$ cat config.mk
export PLATFORM = sky130hd
export DESIGN_NAME = rxuart_param_flat
export DESIGN_NICKNAME = d
export VERILOG_FILES = /design/src/rtl/rxuart_param_if.sv /design/src/rtl/rxuart_param.sv /design/src/flat_wrapper.sv
export SDC_FILE = /design/constraint.sdc
export NUM_CORES = 1
export LEC_CHECK = 0
export CORE_ASPECT_RATIO = 0.7
export CORE_MARGIN = 5
export CORE_UTILIZATION = 50
export CTS_BUF_LIST = sky130_fd_sc_hd__clkbuf_2 sky130_fd_sc_hd__clkbuf_4 sky130_fd_sc_hd__clkbuf_8
export DETAILED_ROUTE_END_ITERATION = 10
export GPL_TIMING_DRIVEN = 0
export PLACE_DENSITY = 0.72
export RECOVER_POWER = 50
export SKIP_CTS_REPAIR_TIMING = 1
export SYNTH_ARGS = -nofsm -noshare
export SYNTH_HDL_FRONTEND = slang
export SYNTH_SLANG_ARGS = --single-unit
$ cat constraint.sdc
create_clock -name i_clk -period 3.11 [get_ports i_clk]
set_input_delay 0.933 -clock i_clk [delete_from_list [all_inputs] [get_ports i_clk]]
set_output_delay 0.933 -clock i_clk [all_outputs]
set_load 0.02 [all_outputs]
$ cat src/rtl/rxuart_param_if.sv
// Serial-line side of one receive channel: RX pin in, decoded word and status out.
// slave = receiver, master = line driver / command decoder.
interface rxuart_param_if #(
  parameter int DATA_BITS = 8
);
  // o_rx_valid is a one-cycle pulse with no ready. Data and both error flags are
  // meaningful only while it is high. The consumer must take the word on that cycle.
  logic                 i_uart_rx;
  logic [DATA_BITS-1:0] o_rx_data;
  logic                 o_rx_valid;
  logic                 o_frame_err;
  logic                 o_parity_err;
  logic                 o_break;
  logic                 o_busy;
  logic [2:0]           o_state;

  modport slave (
    input  i_uart_rx,
    output o_rx_data, o_rx_valid, o_frame_err, o_parity_err, o_break, o_busy, o_state
  );

  modport master (
    output i_uart_rx,
    input  o_rx_data, o_rx_valid, o_frame_err, o_parity_err, o_break, o_busy, o_state
  );
endinterface

$ cat src/rtl/rxuart_param.sv
// Parametrised UART receiver with 2-flop synchroniser, framing-error and break detect.
// Optional parity bit between data and stop bits when RXUART_PARITY_EN is defined.
module rxuart_param #(
  parameter int CLOCK_RATE_HZ = 25_000_000,
  parameter int BAUD_RATE     = 115_200,
  parameter int CLKS_PER_BAUD = CLOCK_RATE_HZ / BAUD_RATE,
  parameter int DATA_BITS     = 8,
  parameter int STOP_BITS     = 1,
  parameter int PARITY_ODD    = 0
) (
  input  logic           i_clk,
  input  logic           i_reset,
  rxuart_param_if.slave  io
);

  localparam int             CW      = $clog2(CLKS_PER_BAUD);
  localparam logic [CW-1:0]  C_LAST  = CW'(CLKS_PER_BAUD - 1);
  localparam logic [CW-1:0]  C_HALF  = CW'((CLKS_PER_BAUD - 1) / 2);
  localparam logic [3:0]     C_DLAST = 4'(DATA_BITS - 1);
  localparam logic [3:0]     C_SLAST = 4'(STOP_BITS - 1);

  typedef enum logic [2:0] {
    S_IDLE   = 3'd0,
    S_START  = 3'd1,
    S_DATA   = 3'd2,
`ifdef RXUART_PARITY_EN
    S_PARITY = 3'd3,
`endif
    S_STOP   = 3'd4,
    S_BREAK  = 3'd5
  } state_t;

  state_t               r_state;
  logic                 r_sync1, r_sync2;
  logic [CW-1:0]        r_count;
  logic [3:0]           r_idx;
  logic [DATA_BITS-1:0] r_shift;
  logic                 r_stop_err;
  logic [DATA_BITS-1:0] r_data;
  logic                 r_valid, r_ferr, r_perr, r_brk;

  logic w_rx_s;
  logic w_brk_cond;
  logic w_par_err;

  assign w_rx_s = r_sync2;

`ifdef RXUART_PARITY_EN
  localparam logic C_ODD = (PARITY_ODD != 0);
  logic r_par_bit;
  assign w_brk_cond = (r_shift == '0) && !r_par_bit && !w_rx_s;
  assign w_par_err  = (^r_shift) ^ C_ODD ^ r_par_bit;
`else
  assign w_brk_cond = (r_shift == '0) && !w_rx_s;
  assign w_par_err  = 1'b0;
`endif

  always_ff @(posedge i_clk) begin
    if (i_reset) begin
      r_state    <= S_IDLE;
      r_sync1    <= 1'b1;
      r_sync2    <= 1'b1;
      r_count    <= '0;
      r_idx      <= '0;
      r_shift    <= '0;
      r_stop_err <= 1'b0;
      r_data     <= '0;
      r_valid    <= 1'b0;
      r_ferr     <= 1'b0;
      r_perr     <= 1'b0;
      r_brk      <= 1'b0;
`ifdef RXUART_PARITY_EN
      r_par_bit  <= 1'b0;
`endif
    end else begin
      r_sync1 <= io.i_uart_rx;
      r_sync2 <= r_sync1;
      r_valid <= 1'b0;
      r_ferr  <= 1'b0;
      r_perr  <= 1'b0;
      r_brk   <= 1'b0;

      case (r_state)
        S_IDLE: begin
          r_count <= '0;
          if (!w_rx_s) r_state <= S_START;
        end

        // Re-check the start bit half a bit in; a high line here is a glitch.
        S_START: begin
          if (r_count == C_HALF) begin
            r_count <= '0;
            r_idx   <= '0;
            r_shift <= '0;
            r_state <= w_rx_s ? S_IDLE : S_DATA;
          end else begin
            r_count <= r_count + 1'b1;
          end
        end

        S_DATA: begin
          if (r_count == C_LAST) begin
            r_count <= '0;
            r_shift <= {w_rx_s, r_shift[DATA_BITS-1:1]};
            if (r_idx == C_DLAST) begin
              r_idx      <= '0;
              r_stop_err <= 1'b0;
`ifdef RXUART_PARITY_EN
              r_state    <= S_PARITY;
`else
              r_state    <= S_STOP;
`endif
            end else begin
              r_idx <= r_idx + 1'b1;
            end
          end else begin
            r_count <= r_count + 1'b1;
          end
        end

`ifdef RXUART_PARITY_EN
        S_PARITY: begin
          if (r_count == C_LAST) begin
            r_count   <= '0;
            r_par_bit <= w_rx_s;
            r_state   <= S_STOP;
          end else begin
            r_count <= r_count + 1'b1;
          end
        end
`endif

        // Leave on the last stop sample (mid-bit) so a following start bit is not missed.
        S_STOP: begin
          if (r_count == C_LAST) begin
            r_count <= '0;
            if (r_idx == 4'd0 && w_brk_cond) begin
              r_state <= S_BREAK;
              r_data  <= r_shift;
              r_valid <= 1'b1;
              r_ferr  <= 1'b1;
              r_perr  <= w_par_err;
              r_brk   <= 1'b1;
            end else if (r_idx == C_SLAST) begin
              r_state <= S_IDLE;
              r_data  <= r_shift;
              r_valid <= 1'b1;
              r_ferr  <= r_stop_err | !w_rx_s;
              r_perr  <= w_par_err;
            end else begin
              r_idx      <= r_idx + 1'b1;
              r_stop_err <= r_stop_err | !w_rx_s;
            end
          end else begin
            r_count <= r_count + 1'b1;
          end
        end

        S_BREAK: begin
          r_count <= '0;
          if (w_rx_s) r_state <= S_IDLE;
        end

        default: r_state <= S_IDLE;
      endcase
    end
  end

  assign io.o_rx_data    = r_data;
  assign io.o_rx_valid   = r_valid;
  assign io.o_frame_err  = r_ferr;
  assign io.o_parity_err = r_perr;
  assign io.o_break      = r_brk;
  assign io.o_busy       = (r_state != S_IDLE);
  assign io.o_state      = r_state;

endmodule

$ cat src/flat_wrapper.sv
// flat-port wrapper written by rule: the top's interface ports become plain ports
module rxuart_param_flat 
#(
  parameter int CLOCK_RATE_HZ = 25_000_000,
  parameter int BAUD_RATE     = 115_200,
  parameter int CLKS_PER_BAUD = CLOCK_RATE_HZ / BAUD_RATE,
  parameter int DATA_BITS     = 8,
  parameter int STOP_BITS     = 1,
  parameter int PARITY_ODD    = 0
)
  (i_clk, i_reset, io_i_uart_rx, io_o_rx_data, io_o_rx_valid, io_o_frame_err, io_o_parity_err, io_o_break, io_o_busy, io_o_state);
  rxuart_param_if #(.DATA_BITS(DATA_BITS)) io_i ();
  input  logic i_clk;
  input  logic i_reset;
  input wire logic [$bits(io_i.i_uart_rx)-1:0] io_i_uart_rx;
  output wire logic [$bits(io_i.o_rx_data)-1:0] io_o_rx_data;
  output wire logic [$bits(io_i.o_rx_valid)-1:0] io_o_rx_valid;
  output wire logic [$bits(io_i.o_frame_err)-1:0] io_o_frame_err;
  output wire logic [$bits(io_i.o_parity_err)-1:0] io_o_parity_err;
  output wire logic [$bits(io_i.o_break)-1:0] io_o_break;
  output wire logic [$bits(io_i.o_busy)-1:0] io_o_busy;
  output wire logic [$bits(io_i.o_state)-1:0] io_o_state;
  assign io_i.i_uart_rx = io_i_uart_rx;
  assign io_o_rx_data = io_i.o_rx_data;
  assign io_o_rx_valid = io_i.o_rx_valid;
  assign io_o_frame_err = io_i.o_frame_err;
  assign io_o_parity_err = io_i.o_parity_err;
  assign io_o_break = io_i.o_break;
  assign io_o_busy = io_i.o_busy;
  assign io_o_state = io_i.o_state;
  rxuart_param #(.CLOCK_RATE_HZ(CLOCK_RATE_HZ), .BAUD_RATE(BAUD_RATE), .CLKS_PER_BAUD(CLKS_PER_BAUD), .DATA_BITS(DATA_BITS), .STOP_BITS(STOP_BITS), .PARITY_ODD(PARITY_ODD)) u_core (.i_clk(i_clk), .i_reset(i_reset), .io(io_i));
endmodule
==> key figures, run 1 <==
Power
  – Total power: roughly 0.0013 W
  – Power per cell area: a little under 600 nW/µm²
  – Leakage power: 0.766 nW
  – Max IR drop VDD: between 0.0002 and 0.0003 V

GRT
  – Initial antenna violation count: 0
  – Pin count of the biggest net entering global routing: 13
  – First-pass GRT wire length: 7.31 mm
  – GRT overflow: 0
  – Vias in the first global route: 1497
  – All-Layer GR Usage: roughly 19%

Finish
  – Share of layout cells above drive strength 1: around 7%
  – Area growth, synth to finish: 16.5%
  – N_diodes: 0
  – Fill cell count: 319
  – Count of nets after finishing: about 250
  – Final core occ: roughly 60%

Floorplan
  – I/O pin count: 19
  – Starting Density: 51.8%
  – Core footprint: about 3500 µm²
  – Die area: slightly below 5000 µm²
  – Die width: around 82 µm
  – Die Y: 60.5 µm
  – Row Count: 18

Clocking
  – Clock slew at reported path FFs: roughly 80 ps
  – TritonCTS Buffers: 5
  – Htree depth: 2
  – Clock sinks: 37
  – Clock Path Buffers: 2
  – Worst-Skew Late Latency: approximately 290 ps
  – CTS root buf: clkbuf_8
  – CTS tree: built

Logic synthesis
  – Synth warn: 0
  – Syn_nets: roughly 230
  – Synth top area share: between 40% and 50%
  – Area leader, netlist: dfxtp_1
  – Syn Std Cell Area: around 1800 µm²
  – Post-synth top flop: dfxtp_1
  – Count of state elements after synthesis: 37
  – Post-Syn Area per Cell: about 8.2 µm²
  – Post-synth EDFFs: 0
  – Asr flop ratio synth: 0%
  – Most numerous cell in the Yosys netlist: dfxtp_1
  – Synth unique cells: between 40 and 50
  – Post-synth top cells: dfxtp_1, nand2_1, a21oi_1
  – Area contributors post-synth: dfxtp_1, a21oi_1, mux2i_1
  – Cells after synthesis: 222
  – Sequential share of the synthesized area: just over 40%

Setup path
  – Reg-to-reg startpoint: u_core.r_count[2]
  – Crit path kind: flip-flop to output port
  – Worst setup endpoint: io_o_busy
  – CP max FO: 10
  – Critical path data arrival time: slightly below 2000 ps
  – Crit. Startpoint: u_core.io.o_state[0]
  – R2R Setup Slk: ~800 ps
  – CP most frequent cell: clkbuf_1
  – Crit end category: output port
  – Crit start category: flip-flop
  – R2R Path End: u_core.r_shift[3]
  – Crit-path cells: clkbuf_1 -> clkbuf_1 -> or3_1 -> clkdlybuf4s50_1
  – Worst Path Required: between 2000 and 2500 ps
  – Reg2Reg Depth: 6
  – Largest stage delay, worst path: between 500 and 600 ps
  – Slowest CP cell: clkdlybuf4s50_1

STA
  – # setup viols final: 0
  – Hold Vio Cnt, Final: 0
  – Upper clock frequency limit: between 300 and 400 MHz
  – RSZ-0062 raised after global routing: no
  – Worst-margin pin slew: roughly 700 ps
  – Worst relative slew slack: between 50 and 60%
  – Layout Skew: 10.6 ps
  – TNS Setup: 0 ps
  – Fin crit share: ~94%
  – Minimum clock period: about 2900 ps
  – Max Slew Vio Count: 0

Outcome
  – Status: finished, final reports clean

Drt
  – Iteration-0 DRC count of the detailed router: ~130
  – Vias per cell: between 5 and 6
  – Final ANT Viol Nets: 0
  – Via count: about 1700
  – DRC: 0
  – WL per Instance: about 15 µm
  – Post-Route WL: approximately 4.3 mm
  – Drt pass-1 iters: 4

Job
  – Max-cap check violation count: 0

Min path
  – Hold Path Class: flip-flop to flip-flop

Placement
  – Gpl congestion: roughly 0.9
  – Port bufs: 16
  – Detailed placement HPWL: 3.07 mm
==> layout make-up <==
cell class	count	area, µm²	area share, %
clock inverter	3	17.5	0.826
sequential	37	741	34.9
inverter	7	26.3	1.24
tap	50	62.6	2.95
buffer	13	52.6	2.48
timing repair buffer	16	160	7.56
clock buffer	5	68.8	3.25
multi-input combinational	165	991	46.8
==> flip-flops by register name, indices dropped and copies added, names as in the netlist <==
register               flops
u_core.io.o_rx_data        8
u_core.r_count             8
u_core.r_shift             8
u_core.r_idx               4
u_core.io.o_state          3
u_core.io.o_break          1
u_core.io.o_frame_err      1
u_core.io.o_rx_valid       1
u_core.r_stop_err          1
u_core.r_sync1             1
u_core.r_sync2             1
==> layer usage <==
layer / vias to the layer above / share of wire, % / global-route usage (%)
met2: 58 / 41 / 27.2
li1: 849 / - / -
met4: 0 / 1.2 / 5.92
met5: - / 0 / 0
met1: 770 / 51 / 28.8
met3: 6 / 6.9 / 4.90
==> cell usage in the layout (no fill, tap or decap), types with 7 or more instances in the layout <==
cell type      instances
dfxtp_1               37
nand2_1               22
a21oi_1               20
nor2_1                19
o21ai_0               13
dlygate4sd3_1         13
clkbuf_1              12
nand4_1               11
mux2i_1                9
nand3_1                8
inv_1                  7
==> worst max-delay path: cells and delay by family, from the launching register on <==
family | cells | cell delay [ps]
buf+inv | 3 | 1190
simple gates | 1 | 170
flops | 1 | 330
==> power by group <==
group / internal [W] / switching (W) / total, W
clock network: 0.000155 / 0.000178 / 0.000332
logic: 0.000148 / 0.000267 / 0.000415
registers: 0.000494 / 0.0000207 / 0.000514
total: 0.000797 / 0.000465 / 0.00126
==> logic make-up (layout without fill, tap and decap cells) <==
kind of cell             after synthesis  in the layout  synth area share, %
AO/OA/AOI/OAI                         52             52                 17.6
AND/OR/NAND/NOR                       99             99                 29.4
other                                  1              1                0.206
buffers and inverters                 20             44                 4.40
multiplexers                           9              9                 4.95
adder cells (fa/ha/maj)                4              4                 2.75
flip-flops                            37             37                 40.7
==> worst min path at each step <==
stage / start / end / cells past startpoint
floorplan: u_core.r_sync1 / u_core.r_sync2 / 1
global placement: u_core.r_sync1 / u_core.r_sync2 / 1
detailed placement: u_core.r_sync1 / u_core.r_sync2 / 1
CTS: u_core.r_sync1 / u_core.r_sync2 / 1
global route: u_core.r_sync1 / u_core.r_sync2 / 1
finish: u_core.r_sync1 / u_core.r_sync2 / 1
==> per-stage QoR <==
stage | worst slack (ps) | hold slack [ps] | std cells | cell area (µm²)
after CTS | 176 | 420 | 296 | 2130
after detailed placement | 487 | 401 | 288 | 2040
after global routing | 50.9 | 437 | 296 | 2120
final | 197 | 429 | 296 | 2120
after global placement | 497 | 393 | 288 | 2040
after floorplan | 974 | 389 | 222 | 1820
No activity file was read; power rests on OpenSTA's default activity.
==> run 2: changes to the inputs <==
--- a/config.mk
+++ b/config.mk
@@ -11,7 +11,7 @@
 export CTS_BUF_LIST = sky130_fd_sc_hd__clkbuf_2 sky130_fd_sc_hd__clkbuf_4 sky130_fd_sc_hd__clkbuf_8
 export DETAILED_ROUTE_END_ITERATION = 10
 export GPL_TIMING_DRIVEN = 0
-export PLACE_DENSITY = 0.72
+export PLACE_DENSITY = 0.77
 export RECOVER_POWER = 50
 export SKIP_CTS_REPAIR_TIMING = 1
 export SYNTH_ARGS = -nofsm -noshare
==> run 2 against run 1 <==
  * Non-clock buffer count stayed put
  * Via count is 1.6% lower
  * Sequential share of layout area is 0.59 points lower
  * Clock power is 33% higher
  * Critical endpoint unchanged
  * Largest cell class unchanged
==> key figures, run 2 (synthesis gave the netlist of run 1 again) <==
Placement
  – Detailed placement HPWL: between 2 and 3 mm
  – Gpl congestion: roughly 0.86
  – Placement-stage cell area: between 2000 and 2500 µm²
  – Port bufs: 16
  – Pre-CTS setup slack: 499 ps

Power
  – Power per cell area: between 600 and 700 nW/µm²
  – Leakage power: 0.787 nW
  – Max IR drop VDD: around 0.0003 V

Clocking
  – CTS tree: built
  – Htree depth: 2
  – CTS root buf: clkbuf_8
  – Worst-Skew Late Latency: ~290 ps
  – Clock slew at reported path FFs: 70 ps
  – Clock Path Buffers: 2
  – Clock sinks: 37
  – TritonCTS Buffers: 5

Finish
  – Count of nets after finishing: about 250
  – Most frequent cells in the layout: dfxtp_1, nand2_1, a21oi_1
  – Final core occ: approximately three fifths
  – Multi-input logic area: roughly 990 µm²
  – Fill cell count: between 300 and 400
  – Area growth, synth to finish: 18.5%
  – Post-route design area: 2160 µm²
  – N_diodes: 0
  – Seq. cell area: between 700 and 800 µm²
  – Share of layout cells above drive strength 1: under 10%
  – Commonest non-fill, non-tap cell in the layout: dfxtp_1

Min path
  – Hold Path Class: flip-flop to flip-flop
  – Hold depth: 1

GRT
  – First-pass GRT wire length: around 6.6 mm
  – Initial antenna violation count: 0
  – Grt peak-use layer: met1
  – GRT overflow: 0
  – GR met3 Demand/Resource: 4.60%
  – Vias in the first global route: 1461
  – Pin count of the biggest net entering global routing: 12
  – Met2 Use GR: 24.9%
  – Met1 Use GR: 25.2%
  – All-Layer GR Usage: about 18%

STA
  – Minimum clock period: between 2000 and 3000 ps
  – # setup viols final: 0
  – Worst relative slew slack: 55.6%
  – WHS: ~420 ps
  – Worst Slack Setup Final: around 200 ps
  – Worst-margin pin slew: 666 ps
  – Fin crit share: between 90% and 100%
  – TNS Setup: 0 ps
  – Hold Vio Cnt, Final: 0
  – Max Slew Vio Count: 0
  – RSZ-0062 raised after global routing: no
  – Layout Skew: 5.15 ps
  – Upper clock frequency limit: 344 MHz

Setup path
  – Slowest CP cell: clkdlybuf4s50_1
  – Crit-path cells: clkbuf_1 -> clkbuf_1 -> or3_1 -> clkdlybuf4s50_1
  – Largest stage delay, worst path: 590 ps
  – CP most frequent cell: clkbuf_1
  – Crit end category: output port
  – Crit start category: flip-flop
  – Worst Path Required: 2180 ps
  – Reg2Reg Depth: 8
  – CP max FO: 10
  – Critical path data arrival time: between 1500 and 2000 ps
  – Crit path kind: flip-flop to output port

Floorplan
  – I/O pin count: 19
  – Row Count: 18
  – Die width: 82.1 µm
  – Core footprint: 3510 µm²
  – Die area: approximately 5000 µm²
  – Starting Density: 51.8%
  – Die Y: around 60 µm

Drt
  – Iteration-0 DRC count of the detailed router: around 190
  – Post-Route WL: 4.06 mm
  – Final ANT Viol Nets: 0
  – Via count: between 1500 and 2000
  – WL per Instance: ~14 µm
  – Drt pass-1 iters: 4
  – DRC: 0
  – Vias per cell: between 5 and 6

Job
  – Max-cap check violation count: 0

Outcome
  – Status: finished, final reports clean
[run 2: changes by cell type in the layout (fill, tap and decap cells not counted), sizes merged]
| cell | previous run | this run |
|---|---|---|
| clkinvlp | 1 | 0 |
| clkinv | 2 | 0 |
| bufinv | 0 | 1 |
| clkbuf | 17 | 19 |
[run 2: layout make-up]
cell class | instances | area share [%]
Buffer | 13 | 2.44
Clock buffer | 7 | 4.18
Tap cell | 50 | 2.90
Clock inverter | 1 | 1.39
Inverter | 7 | 1.22
Sequential cell | 37 | 34.4
Timing Repair Buffer | 16 | 7.43
Multi-Input combinational cell | 165 | 46.1
[run 2: worst paths after layout]
| check | start | endpoint | slack, ps |
|---|---|---|---|
| worst min register to register | u_core.r_sync1 | u_core.r_sync2 | 420 |
| worst max register to register | u_core.r_count[0] | u_core.r_shift[3] | 910 |
| worst min-delay path | u_core.r_sync1 | u_core.r_sync2 | 420 |
| worst max-delay path | u_core.io.o_state[0] | io_o_busy | 200 |
[run 2: worst max-delay path, delay by kind of cell (launching register included)]
| kind | cells | cell delay [ps] |
|---|---|---|
| flip-flops | 1 | 320 |
| AND/OR/NAND/NOR | 1 | 170 |
| buffers and inverters | 3 | 1180 |
[run 2: per-stage QoR]
step	cells	power [W]
2_1_floorplan	222	0.000822
3_3_place_gp	288	0.000931
3_5_place_dp	288	0.000934
4_1_cts	296	0.00137
5_1_grt	296	0.00143
6_report	296	0.00137
[run 2: per-layer routing]
layer  vias up  wire (µm)  share of wire [%]
li1        841          -                  -
met1       760       2160                 53
met2        51       1640                 40
met3         4        227                5.6
met4         0         29               0.71
met5         -          0                  0
[run 2: where the power goes]
part	internal (W)	leakage [nW]	switching (W)
Sequential	0.000494	0.299	0.0000206
Clock	0.000270	0.0619	0.000173
Combinational	0.000148	0.427	0.000262
Total	0.000912	0.787	0.000456
